--- src/rtl/convolution_procesor_pkg.sv ---
// Shared types and constants for the 1-D convolution core.
//   conv_state_t   : sequencing FSM states.
//   DEF_*          : default core configuration.
//   ZADDR_WIDTH    : Z address width (one bit wider than X/Y addresses).
//   PROD_WIDTH     : full X*Y product width.
package convolution_procesor_pkg;

    localparam int unsigned DEF_DATA_WIDTH = 8;
    localparam int unsigned DEF_ADDR_WIDTH = 5;
    localparam int unsigned DEF_ACC_WIDTH  = 16;

    localparam int unsigned ZADDR_WIDTH = DEF_ADDR_WIDTH + 1;
    localparam int unsigned PROD_WIDTH  = 2 * DEF_DATA_WIDTH;

    typedef enum logic [2:0] {
        StIdle,
        StClear,
        StCalc,
        StFlush,
        StWrite,
        StDone
    } conv_state_t;

endpackage

--- src/rtl/convolution_procesor_register.sv ---
// Loadable register with synchronous clear, used as the convolution accumulator.
//   clk, rstn : clock, asynchronous active-low reset.
//   enh       : load data_i (wins over clrh).
//   clrh      : synchronous clear.
//   data_i    : next value.
//   data_o    : current value.
module convolution_procesor_register #(
    parameter int unsigned DATA_WIDTH = 16
) (
    input  logic                  clk,
    input  logic                  rstn,
    input  logic                  enh,
    input  logic                  clrh,
    input  logic [DATA_WIDTH-1:0] data_i,
    output logic [DATA_WIDTH-1:0] data_o
);

    logic [DATA_WIDTH-1:0] r_data;

    always_ff @(posedge clk or negedge rstn) begin
        if (!rstn) begin
            r_data <= '0;
        end else if (enh) begin
            r_data <= data_i;
        end else if (clrh) begin
            r_data <= '0;
        end
    end

    assign data_o = r_data;

endmodule

--- src/rtl/convolution_procesor_core_fsm.sv ---
// Sequencing engine of the 1-D convolution core: Z[k] = sum_j X[k-j]*Y[j].
//   clk, rstn                 : clock, asynchronous active-low reset.
//   start_i, size_x_i/size_y_i: job request and operand lengths (latched in idle).
//   memx_*/memy_*             : synchronous operand memory read ports (1-cycle latency).
//   memz_addr_o/data_o/we_o   : one write per output sample.
//   clr_o                     : one-cycle pulse at job start.
//   busy_o, done_o            : job in progress / one-cycle completion pulse.
module convolution_procesor_core_fsm
    import convolution_procesor_pkg::*;
#(
    parameter int unsigned DATA_WIDTH = DEF_DATA_WIDTH,
    parameter int unsigned ADDR_WIDTH = DEF_ADDR_WIDTH,
    parameter int unsigned ACC_WIDTH  = DEF_ACC_WIDTH
) (
    input  logic                  clk,
    input  logic                  rstn,
    input  logic                  start_i,
    input  logic [ADDR_WIDTH-1:0] size_x_i,
    input  logic [ADDR_WIDTH-1:0] size_y_i,
    output logic [ADDR_WIDTH-1:0] memx_addr_o,
    input  logic [DATA_WIDTH-1:0] memx_data_i,
    output logic [ADDR_WIDTH-1:0] memy_addr_o,
    input  logic [DATA_WIDTH-1:0] memy_data_i,
    output logic [ADDR_WIDTH:0]   memz_addr_o,
    output logic [ACC_WIDTH-1:0]  memz_data_o,
    output logic                  memz_we_o,
    output logic                  clr_o,
    output logic                  busy_o,
    output logic                  done_o
);

    localparam int unsigned ZW = ADDR_WIDTH + 1;
    localparam int unsigned PW = 2 * DATA_WIDTH;

    conv_state_t           r_state, w_state_d;
    logic [ADDR_WIDTH-1:0] r_sx, w_sx_d;
    logic [ADDR_WIDTH-1:0] r_sy, w_sy_d;
    logic [ZW-1:0]         r_k, w_k_d;
    logic [ADDR_WIDTH-1:0] r_j, w_j_d;
    logic                  r_valid, w_valid_d;
    logic [ZW-1:0]         r_zaddr;
    logic [ACC_WIDTH-1:0]  r_zdata;

    logic signed [ADDR_WIDTH+1:0] w_diff;
    logic                         w_in_range;
    logic [ZW-1:0]                w_k_last;
    logic [PW-1:0]                w_prod;
    logic [ACC_WIDTH-1:0]         w_acc;
    logic [ACC_WIDTH-1:0]         w_acc_sum;
    logic                         w_acc_clr;

    // Signed k-j, wide enough that negative differences never alias into range.
    assign w_diff     = $signed({1'b0, r_k}) - $signed({2'b00, r_j});
    assign w_in_range = !w_diff[ADDR_WIDTH+1] && (w_diff[ADDR_WIDTH:0] < {1'b0, r_sx});
    assign w_k_last   = ZW'(r_sx) + ZW'(r_sy) - ZW'(2);

    assign w_prod    = PW'(memx_data_i) * PW'(memy_data_i);
    assign w_acc_sum = w_acc + ACC_WIDTH'(w_prod);
    assign w_acc_clr = (r_state == StClear) || (r_state == StWrite);

    convolution_procesor_register #(
        .DATA_WIDTH(ACC_WIDTH)
    ) u_acc (
        .clk    (clk),
        .rstn   (rstn),
        .enh    (r_valid),
        .clrh   (w_acc_clr),
        .data_i (w_acc_sum),
        .data_o (w_acc)
    );

    always_comb begin
        w_state_d = r_state;
        w_sx_d    = r_sx;
        w_sy_d    = r_sy;
        w_k_d     = r_k;
        w_j_d     = r_j;
        w_valid_d = 1'b0;
        unique case (r_state)
            StIdle: begin
                if (start_i) begin
                    w_sx_d    = size_x_i;
                    w_sy_d    = size_y_i;
                    w_state_d = (size_x_i != '0 && size_y_i != '0) ? StClear : StDone;
                end
            end
            StClear: begin
                w_k_d     = '0;
                w_j_d     = '0;
                w_state_d = StCalc;
            end
            StCalc: begin
                // Tag travels alongside the 1-cycle memory read latency.
                w_valid_d = w_in_range;
                w_j_d     = r_j + ADDR_WIDTH'(1);
                if (r_j == r_sy - ADDR_WIDTH'(1)) begin
                    w_state_d = StFlush;
                end
            end
            StFlush: begin
                w_state_d = StWrite;
            end
            StWrite: begin
                w_j_d = '0;
                if (r_k == w_k_last) begin
                    w_state_d = StDone;
                end else begin
                    w_k_d     = r_k + ZW'(1);
                    w_state_d = StCalc;
                end
            end
            StDone: begin
                w_state_d = StIdle;
            end
            default: begin
                w_state_d = StIdle;
            end
        endcase
    end

    always_ff @(posedge clk or negedge rstn) begin
        if (!rstn) begin
            r_state <= StIdle;
            r_sx    <= '0;
            r_sy    <= '0;
            r_k     <= '0;
            r_j     <= '0;
            r_valid <= 1'b0;
            r_zaddr <= '0;
            r_zdata <= '0;
        end else begin
            r_state <= w_state_d;
            r_sx    <= w_sx_d;
            r_sy    <= w_sy_d;
            r_k     <= w_k_d;
            r_j     <= w_j_d;
            r_valid <= w_valid_d;
            // Keep the Z port stable between write strobes.
            if (r_state == StWrite) begin
                r_zaddr <= r_k;
                r_zdata <= w_acc;
            end
        end
    end

    assign memx_addr_o = (r_state == StCalc) ? w_diff[ADDR_WIDTH-1:0] : '0;
    assign memy_addr_o = (r_state == StCalc) ? r_j : '0;
    assign memz_we_o   = (r_state == StWrite);
    assign memz_addr_o = memz_we_o ? r_k : r_zaddr;
    assign memz_data_o = memz_we_o ? w_acc : r_zdata;
    assign clr_o       = (r_state == StClear);
    assign busy_o      = (r_state == StClear) || (r_state == StCalc) ||
                         (r_state == StFlush) || (r_state == StWrite);
    assign done_o      = (r_state == StDone);

endmodule

--- config.mk ---
export PLATFORM = sky130hd
export DESIGN_NAME = convolution_procesor_core_fsm
export DESIGN_NICKNAME = d
export VERILOG_FILES = /design/src/rtl/convolution_procesor_pkg.sv /design/src/rtl/convolution_procesor_register.sv /design/src/rtl/convolution_procesor_core_fsm.sv
export SDC_FILE = /design/constraint.sdc
export NUM_CORES = 1
export LEC_CHECK = 0
export BUFFER_PORTS_ARGS = -buffer_cell sky130_fd_sc_hd__buf_2
export CAP_MARGIN = 0
export CORE_MARGIN = 4
export CORE_UTILIZATION = 60
export CTS_BUF_LIST = sky130_fd_sc_hd__clkbuf_4
export DETAILED_ROUTE_END_ITERATION = 6
export PLACE_DENSITY = 0.89
export RECOVER_POWER = 100
export SYNTH_ARGS = -nofsm -noshare
export SYNTH_HDL_FRONTEND = slang
export SYNTH_SLANG_ARGS = --single-unit
export TNS_END_PERCENT = 5
--- constraint.sdc ---
create_clock -name clk -period 4.4 [get_ports clk]
set_input_delay 0 -clock clk [delete_from_list [all_inputs] [get_ports clk]]
set_output_delay 0 -clock clk [all_outputs]
set_load 0.05 [all_outputs]
==> run summary <==
Logic synthesis
- 0 — number of warnings printed during yosys synthesis
- sky130_fd_sc_hd__dfrtp_1 27%, sky130_fd_sc_hd__fa_1 18%, sky130_fd_sc_hd__ha_1 12% — biggest area contributors in the synthesized netlist
- sky130_fd_sc_hd__dfrtp_1 — cell type with the highest aggregate area in the netlist
- 8.965 µm² — average footprint of a synthesized cell
- 0 — EDFF count, synth
- 100.0% — post-synthesis async set-or-reset flop share
- 643 — number of standard cells after synthesis
- 0.5427% — post-synthesis mux area share
- 63 — number of flip-flops and latches in the synthesized netlist
- 15.37% — fraction of the mapped netlist area in simple logic gates
- 780 — number of nets produced by synthesis
- 27.35% — sequential fraction of the synthesis area
- sky130_fd_sc_hd__dfrtp_1 — flip-flop cell with the highest count after synthesis
- 11.94% — Synth Area in Compound Gates
- 4.862% — XOR/XNOR Fraction of Synth Area
- 0.005764 mm² — cell area after technology mapping
- 46 — distinct cell type count of the synthesized netlist
- 27.35% — post-synth top area share
- adder cells — combinational family with the most area after synthesis
- 30.21% — adder-cell area share of the yosys netlist

Floorplan
- 35 — number of placement rows
- 0.009284 mm² — total core area
- 0.01124 mm² — Die Area
- 62.09% — effective utilization at floorplan
- 106.0 µm — die span in x
- 106.0 µm — overall die height
- 65 — Boundary Pins

Detailed routing
- 5.684 — vias per inst
- 4814 — DR vias
- 13.90 mm — final WL
- 0 — DRC violation count after routing
- 279 — Detailed Route Iter0 Violations
- 5 — Detailed Routing Iterations Pass 1
- 0 — number of nets with antenna violations after routing
- 16.41 µm — Routed wire per std cell

GRT
- 25.85% — Total Routing Usage GR
- 32.23% — met1 capacity usage during global routing
- 0 — final global-route overflow total
- 5123 — via count of the first global-routing pass
- 64 — pin count of the biggest net entering global routing
- 5.464% — met3 global-route usage
- 23.41 mm — first-pass GRT wire length
- met2 — busiest layer in global routing
- 43.85% — GR met2 Demand/Resource
- 0 — number of antenna violations at the first check in global routing

Power
- 3.283 nW — static leakage
- 508.8 µV — IR drop worst, VDD
- 0.002599 W — switching power
- 71.5% — combinational group share of total power
- 9.2% — fraction of power consumed by the clock network
- 19.2% — share of power burned in registers
- 766.7 mW/mm² — Pwr Density
- 53.06% — Sw Share
- 0.002298 W — cell-internal power

Finish
- 7.103% — proportion of layout cells with a drive suffix above 1
- 0 — Antenna Diode Count
- 127 x sky130_fd_sc_hd__inv_1, 96 x sky130_fd_sc_hd__nand2_1, 63 x sky130_fd_sc_hd__dfrtp_1 — commonest cells after routing, fill and taps aside
- 10.81% — synth-to-layout area growth
- 0.006387 mm² — final non-filler cell area
- sky130_fd_sc_hd__inv_1 — most frequent standard cell in the layout excluding fill and tap cells
- 850 — final net count

Worst setup path
- u_acc.data_o[7] — critical register-to-register path startpoint
- u_acc.data_o[13] — reg-to-reg endpoint
- 130 ps — reg2reg setup slack
- flip-flop — CP startpoint kind
- flip-flop to flip-flop — category of the critical setup timing path
- 15 — Worst R2R Path Depth
- inv_1, fa_1, inv_1, fa_1, fa_1, inv_1, fa_1, inv_1, ha_1, nor2_1, a21boi_2, o21ai_0, o31ai_1, xnor2_1, a22o_1 — critical path, cell by cell
- 4 — CP Buf/Inv Count
- flip-flop — Crit. End Element
- sky130_fd_sc_hd__fa_1 — cell with the largest stage delay on the worst path
- adder cells — CP delay by family, top
- 4590 ps — Worst EP arrival
- 540 ps — delay of the slowest cell on the worst path
- 4 — maximum net fanout on the critical path
- 4710 ps — Critical Path RT

STA
- 0 ps — setup tns final
- 15.62 ps — setup skew after layout
- 4275 ps — post-route minimum period
- false — unrepaired setup endpoints after global routing
- -119.4% — Rel. slew slack
- 0 — Final Hold Violating Endpoints
- 3291 ps — worst-margin pin slew
- 64 — Pins Over Slew Limit
- 97.16% — ratio of final minimum period to clock period
- 0 — setup violators final
- 233.9 MHz — Fmax

Clock network
- 2 — maximum number of buffers from clock root to sink
- 3 — count of H-tree levels built during CTS
- 420 ps — clock insertion delay at the later pin of the skew report
- sky130_fd_sc_hd__clkbuf_4 — Clock Tree Root
- 110 ps — clock slew at the register clock pins of the worst setup and hold paths
- 9 — cts bufs inserted
- 0 — setup repair bufs after CTS
- done — clock tree from TritonCTS
- 63 — TritonCTS sink count

Hold path
- 5 — Cells on Worst Hold Path
- input port to flip-flop — class of the most critical hold timing path
- start_i — Min-Delay Startpoint
- r_state[0] — worst min-delay path endpoint

Outcome
- finished with violations — outcome
- max-capacitance violations, max-slew violations — violations in the final reports

Place
- 10.31 mm — dpl hpwl
- 0.8893 — routability cong.
- 64 — buffers added on ports
- 0.006185 mm² — placed instance area

Job
- 1 — Max Cap Viol

## cell type report
cell class                 instances  area (µm²)
tap                              129       161.4
inverter                         127       476.7
fill                             695        2897
sequential                        63        1577
clock inverter                     6       85.08
clock buffer                      10       75.07
multi-input combinational        434        3616
timing repair buffer              78       396.6
## state kept, by name (all words and copies together) (netlist names)
register	cells
r_sy	5
r_zdata	16
r_state	3
r_zaddr	6
r_k	6
r_valid	1
u_acc.data_o	16
r_j	5
r_sx	5
## stage by stage
stage | util [%] | setup slack, ps | power, W | cells | hold slack, ps
2_1_floorplan | - | 457.0 | 0.003592 | 643 | -295.6
3_3_place_gp | 66.62 | 320.2 | 0.004125 | 820 | 205.3
3_5_place_dp | 66.62 | 194.5 | 0.004336 | 820 | 215.6
4_1_cts | 69.53 | 162.1 | 0.004857 | 847 | 104.3
5_1_grt | 68.80 | 11.87 | 0.005318 | 847 | 141.9
6_report | 68.80 | 125.1 | 0.004897 | 847 | 121.3
## power by group through the flow
stage | sequential [W] | clock [W] | combinational [W]
3_5_place_dp | 0.000945 | 0 | 0.00339
2_1_floorplan | 0.000855 | 0 | 0.00274
5_1_grt | 0.000963 | 0.000481 | 0.00387
3_3_place_gp | 0.000934 | 0 | 0.00319
6_report | 0.000942 | 0.000452 | 0.00350
4_1_cts | 0.000934 | 0.000457 | 0.00347
## per-layer routing
layer | wire length (µm) | vias up
met5 | 0 | -
met4 | 466 | 0
met3 | 944 | 51
met2 | 6939 | 241
met1 | 5548 | 2336
li1 | - | 2186
## cell families after synthesis
group	Yosys count
buffers and inverters	146
muxes	3
adders and majority gates	108
and+or+nand+nor	185
xor gates and xnor gates	32
DFF	63
AOI/OAI and AO/OA	106
## repair_timing
| action | in CTS | in global routing |
|---|---|---|
| gates resized for setup | 0 | 1 |
| hold buffers | 11 | 0 |
| setup endpoints to repair | 0 | 2 |
| endpoints found under the hold margin | 74 | 0 |
## cells in the mapped netlist (all sizes together), types with 2 or more instances
cell,instances
buf,5
inv,127
nand2,96
a22o,17
a21o,8
and2,37
nor3,3
clkbuf,14
nand2b,6
nand3,4
xor2,8
o21ai,38
and3,2
or4,4
nor2,20
o31ai,7
o21a,2
a211oi,2
nand4,5
ha,56
xnor2,24
nor2b,2
fa,52
dfrtp,63
a21oi,19
o211ai,4
mux2i,2
a21boi,2
or3,3
## worst reg2reg max path, cell delays in order (launching register included)
cell	delay, ps
sky130_fd_sc_hd__dfrtp_1	380
sky130_fd_sc_hd__inv_1	100
sky130_fd_sc_hd__fa_1	540
sky130_fd_sc_hd__inv_1	50
sky130_fd_sc_hd__fa_1	470
sky130_fd_sc_hd__fa_1	500
sky130_fd_sc_hd__inv_1	60
sky130_fd_sc_hd__fa_1	530
sky130_fd_sc_hd__inv_1	40
sky130_fd_sc_hd__ha_1	240
sky130_fd_sc_hd__nor2_1	160
sky130_fd_sc_hd__a21boi_2	270
sky130_fd_sc_hd__o21ai_0	200
sky130_fd_sc_hd__o31ai_1	330
sky130_fd_sc_hd__xnor2_1	120
sky130_fd_sc_hd__a22o_1	190
## how the worst max path moves through the flow
stage                    start               end  cells after the start  slack, ps
3_5_place_dp   u_acc.data_o[6]  u_acc.data_o[14]                     15        190
6_report       u_acc.data_o[7]  u_acc.data_o[13]                     15        130
4_1_cts        u_acc.data_o[6]  u_acc.data_o[12]                     15        160
3_3_place_gp   u_acc.data_o[6]  u_acc.data_o[14]                     15        320
5_1_grt        u_acc.data_o[4]  u_acc.data_o[13]                     15         10
2_1_floorplan  u_acc.data_o[6]  u_acc.data_o[14]                     15        460
(Power assumes the default switching activity.)
